===== src/rtl/nibble_serial_adder.sv =====
// nibble_serial_adder: adds two WIDTH-bit operands with one 4-bit adder, one nibble per cycle, LSB first.
// Optional macro NIBBLE_SERIAL_ADDER_SUB_EN adds a sub_i port that selects a - b.
//------------------------------------------------------------------------------
// Module   : nibble_serial_adder (with fourBitAdder_TwoByTwo nibble adder)
// Brief    : Multi-cycle wide adder sequencer, registered carry between nibbles
// Revision : 1.0 - initial release
//------------------------------------------------------------------------------
`default_nettype none

module fourBitAdder_TwoByTwo (
  input  logic [3:0] a,
  input  logic [3:0] b,
  input  logic       cin,
  output logic [3:0] s,
  output logic       cout
);
  assign {cout, s} = {1'b0, a} + {1'b0, b} + {4'b0000, cin};
endmodule

module nibble_serial_adder #(
  parameter int WIDTH = 16
) (
  input  logic             clk,
  input  logic             rst,
  input  logic             start_i,
  input  logic [WIDTH-1:0] a_i,
  input  logic [WIDTH-1:0] b_i,
  input  logic             cin_i,
`ifdef NIBBLE_SERIAL_ADDER_SUB_EN
  input  logic             sub_i,
`endif
  output logic             busy_o,
  output logic             done_o,
  output logic [WIDTH-1:0] s_o,
  output logic             cout_o,
  output logic             ovf_o
);

  localparam int N    = WIDTH / 4;
  localparam int IDXW = $clog2(N);
  localparam logic [IDXW-1:0] LAST = IDXW'(N - 1);

  typedef enum logic [1:0] {
    IDLE = 2'd0,
    RUN  = 2'd1,
    DONE = 2'd2
  } state_t;

  state_t           state_q, state_d;
  logic [WIDTH-1:0] a_q, a_d, b_q, b_d, acc_q, acc_d, s_q, s_d;
  logic [IDXW-1:0]  idx_q, idx_d;
  logic             carry_q, carry_d, cout_q, cout_d, ovf_q, ovf_d;

  logic [WIDTH-1:0] b_eff;
  logic             cin_eff;
  logic [3:0]       add_s;
  logic             add_cout;

  // b_q holds the effective B so the overflow rule sees the inverted operand on subtract
`ifdef NIBBLE_SERIAL_ADDER_SUB_EN
  assign b_eff   = sub_i ? ~b_i : b_i;
  assign cin_eff = sub_i ? 1'b1 : cin_i;
`else
  assign b_eff   = b_i;
  assign cin_eff = cin_i;
`endif

  fourBitAdder_TwoByTwo u_nibble_add (
    .a    (a_q[{idx_q, 2'b00} +: 4]),
    .b    (b_q[{idx_q, 2'b00} +: 4]),
    .cin  (carry_q),
    .s    (add_s),
    .cout (add_cout)
  );

  always_comb begin
    state_d = state_q;
    a_d     = a_q;
    b_d     = b_q;
    acc_d   = acc_q;
    idx_d   = idx_q;
    carry_d = carry_q;
    s_d     = s_q;
    cout_d  = cout_q;
    ovf_d   = ovf_q;

    case (state_q)
      IDLE: begin
        if (start_i) state_d = RUN;
      end
      RUN: begin
        acc_d[{idx_q, 2'b00} +: 4] = add_s;
        carry_d = add_cout;
        if (idx_q == LAST) begin
          idx_d   = '0;
          state_d = DONE;
          s_d     = {add_s, acc_q[WIDTH-5:0]};
          cout_d  = add_cout;
          ovf_d   = (a_q[WIDTH-1] == b_q[WIDTH-1]) && (add_s[3] != a_q[WIDTH-1]);
        end else begin
          idx_d = idx_q + 1'b1;
        end
      end
      DONE: begin
        state_d = start_i ? RUN : IDLE;
      end
      default: state_d = IDLE;
    endcase

    if (start_i && (state_q != RUN)) begin
      a_d     = a_i;
      b_d     = b_eff;
      carry_d = cin_eff;
      idx_d   = '0;
    end
  end

  always_ff @(posedge clk) begin
    if (rst) begin
      state_q <= IDLE;
      a_q     <= '0;
      b_q     <= '0;
      acc_q   <= '0;
      idx_q   <= '0;
      carry_q <= 1'b0;
      s_q     <= '0;
      cout_q  <= 1'b0;
      ovf_q   <= 1'b0;
    end else begin
      state_q <= state_d;
      a_q     <= a_d;
      b_q     <= b_d;
      acc_q   <= acc_d;
      idx_q   <= idx_d;
      carry_q <= carry_d;
      s_q     <= s_d;
      cout_q  <= cout_d;
      ovf_q   <= ovf_d;
    end
  end

  assign busy_o = (state_q == RUN);
  assign done_o = (state_q == DONE);
  assign s_o    = s_q;
  assign cout_o = cout_q;
  assign ovf_o  = ovf_q;

endmodule

`default_nettype wire


===== config.mk =====
export PLATFORM = sky130hd
export DESIGN_NAME = nibble_serial_adder
export DESIGN_NICKNAME = d
export VERILOG_FILES = /design/src/rtl/nibble_serial_adder.sv
export SDC_FILE = /design/constraint.sdc
export NUM_CORES = 1
export LEC_CHECK = 0
export BUFFER_PORTS_ARGS = -buffer_cell sky130_fd_sc_hd__clkbuf_2
export CAP_MARGIN = 20
export CORE_MARGIN = 4
export CORE_UTILIZATION = 35
export CTS_CLUSTER_DIAMETER = 40
export DETAILED_ROUTE_END_ITERATION = 7
export PLACE_DENSITY = 0.63
export SLEW_MARGIN = 20
export SYNTH_ARGS = -nofsm -noshare
export SYNTH_HDL_FRONTEND = slang
export SYNTH_SLANG_ARGS = --single-unit

===== constraint.sdc =====
create_clock -name clk -period 2.7 [get_ports clk]
set_clock_uncertainty 0.2 [all_clocks]
set_input_delay 0.405 -clock clk [delete_from_list [all_inputs] [get_ports clk]]
set_output_delay 0.405 -clock clk [all_outputs]
set_load 0.02 [all_outputs]

==> out/summary.txt <==
Final Slew Violations: 0
dpl ws: -0.0185 ns
Worst Hold Class: input port to flop
Post-CTS Resized: 2
maxcap violations: 0
cell count after synthesis: 324
Max rail drop VDD: 342 uV
worst reg2reg path depth: 8
Critical Path RT: 2.78 ns
Root Buffer: clkbuf_8
clk_lat worst skew: 0.35 ns
combinational share of power: 0.100
Sink Count: 67
f_max: 389 MHz
Mean Syn Cell Area: 8.55 um2
Cell variety after synth: 28
Post-CTS Setup Bufs: 0
worst path cell trace: buf_4 -> mux4_2 -> fa_1 -> inv_1 -> fa_1 -> inv_1 -> a22oi_1 -> nor2_1
routed length per instance: 12.9 um
Hold WS: 0.0680 ns
Num CTS Buffers: 9
CP delay by family, top: adder cells
Clock Power Share: 0.445
post-layout min period: 2.57 ns
commonest non-fill, non-tap cell in the layout: nand2_1
synthesis warning total: 0
unrepaired setup endpoints after global routing: no
final-layout fill cell count: 801
antenna violations before repair: 0
Via Count: 2313
H-tree depth: 3
Setup WS post-layout: 0.128 ns
Finished Core Util: 0.444
Die W: 97.0 um
Max-slew headroom: 0.599
vias in the first global route: 2335
status: complete, no violations
CTS tree: yes
Synth area leader: dfxtp_1
R2R setup slack: 0.13 ns
commonest cells after routing, fill and taps aside: 99 x nand2_1, 66 x dfxtp_1, 55 x clkbuf_2
Lkg Pwr: 1.40 nW
worst setup path end: acc_q[1]$_SDFFE_PP0P_
CP Class: flop to flop
power density cells: 671 mW/mm2
register clock-pin slew on the reported worst setup and hold paths: 0.08 ns
ant diodes: 0
Area Overhead vs Synth: 23.8%
Int Pwr: 1.76 mW
post-synthesis cell area: 0.00277 mm2
WL final: 6280 um
Yosys top cell area share: 0.484
#FFs+latches synth: 67
Net Count, Synth: 370
# IOs: 56
input/output buffers: 55
drt first pass iters: 4
first-pass GRT wire length: 10700 um
worst r2r dst: acc_q[1]$_SDFFE_PP0P_
Max clock buf depth: 2
sw power: 0.542 mW
Crit Path Max Fanout: 4
cell area after placement: 0.00316 mm2
Net Sw Frac: 0.235
period utilization: 0.953
CP bufs+invs: 3
hold_buf cts: 0
row count: 32
layout cells sized above 1: 0.240
# DRC: 0
Starting Density: 0.359
core area: 0.00773 mm2
sequential element share of the synthesized area: 0.484
Least-Margin Pin Slew: 0.602 ns
largest net degree at the start of global routing: 40
DR vias/cell: 4.77
stages on the worst setup path: 8
post-route design area: 0.00343 mm2
Routed Antenna Nets: 0
Nets: 424
startpoint types: flop
DP Wirelength: 4600 um
top cells by area, synth: dfxtp_1 48%, nand2_1 13%, a21oi_1 9.2%
Critical-path top delay cell: mux4_2
Slowest Stage Delay on Critical Path: 0.50 ns
Die Footprint: 0.00941 mm2
final setup vio count: 0
FF-to-FF Start: idx_q[0]$_SDFFE_PP0P_
WP data arrival: 2.65 ns
Die Y: 97.0 um
GP Congestion: 0.789
Setup crit start: idx_q[0]$_SDFFE_PP0P_
DR iter-0 viols: 108
total global-route track usage: 0.139
register share of total power: 0.455
kind of end point of the critical path: flop
final count of hold timing violations: 0
grt ovf: 0
==> metal layers <==
metal | up-vias | global-route usage | part of all wire
met4 | 0 | 0.0518 | 0.018
li1 | 1190 | - | -
met1 | 1057 | 0.169 | 0.45
met5 | - | 0 | 0
met3 | 10 | 0.0397 | 0.050
met2 | 56 | 0.234 | 0.48
==> sequential cells by signal (all words and copies together), names as in the netlist <==
name     flops
acc_q       12
state_q      2
idx_q        2
a_q         16
s_o         16
cout_o       1
b_q         16
carry_q      1
ovf_o        1
==> power by group through the flow <==
stage	Clock [mW]	Sequential, mW	Combinational, mW
2_1_floorplan	0	1.06	0.155
3_3_place_gp	0	1.07	0.222
3_5_place_dp	0	1.07	0.228
4_1_cts	1.05	1.05	0.232
5_1_grt	1.09	1.05	0.260
6_report	1.03	1.05	0.230
==> worst min path at each step <==
stage,end,cells after the start,from
finish,b_q[9]$_SDFFE_PP0P_,3,b_i[9]
global route,b_q[0]$_SDFFE_PP0P_,3,b_i[0]
CTS,b_q[5]$_SDFFE_PP0P_,3,b_i[5]
detailed placement,s_o[4]$_SDFFE_PP0P_,2,s_o[4]$_SDFFE_PP0P_
global placement,s_o[6]$_SDFFE_PP0P_,2,s_o[6]$_SDFFE_PP0P_
floorplan,s_o[3]$_SDFFE_PP0P_,2,acc_q[3]$_SDFFE_PP0P_
==> through the flow <==
| stage | TNS, ns | power [mW] | cells |
|---|---|---|---|
| after floorplan | 0 | 1.22 | 324 |
| after global placement | 0 | 1.29 | 469 |
| after detailed placement | -0.0185 | 1.30 | 469 |
| after CTS | 0 | 2.33 | 485 |
| after global routing | 0 | 2.40 | 485 |
| final | 0 | 2.30 | 485 |
==> worst register-to-register path, stage by stage (launching register included) <==
cell and delay, ns:
dfxtp_4 0.38, buf_4 0.13, mux4_2 0.50, fa_1 0.42, inv_1 0.10, fa_1 0.46, inv_1 0.14, a22oi_1 0.08
nor2_1 0.11
==> cell type report <==
type | count | area, um2 | area share
Tap cell | 102 | 128 | 0.0372
Clock buffer | 10 | 138 | 0.0401
Sequential cell | 67 | 1350 | 0.392
Inverter | 9 | 33.8 | 0.00985
Clock inverter | 6 | 113 | 0.0328
Multi-Input combinational cell | 227 | 1320 | 0.383
Timing Repair Buffer | 64 | 359 | 0.105
==> logic make-up (layout without fill, tap and decap cells) <==
family,count (synthesis),count (layout),share of synthesized area
compound gates,72,72,0.153
xor+xnor,1,1,0.00316
fa+ha+maj,10,10,0.0506
buf+inv,30,89,0.0447
flops,67,67,0.484
mux,8,8,0.0650
simple gates,136,136,0.200
==> cell usage after synthesis <==
library cell	number
xnor2_1	1
and4_1	1
nor2b_1	3
a311oi_2	1
a211oi_1	5
or3b_1	1
nor2_1	22
mux4_2	8
ha_1	8
nand3_1	2
nand2b_1	1
and3_1	1
buf_1	1
a21oi_1	51
nor3_1	2
fa_1	2
a21o_1	2
dfxtp_1	67
buf_2	9
o21bai_1	1
clkbuf_1	11
and4b_1	1
a32oi_1	3
nor3b_1	1
inv_1	9
nand2_1	99
a22oi_1	9
and2_1	2
No activity file was read; power rests on OpenSTA's default activity.
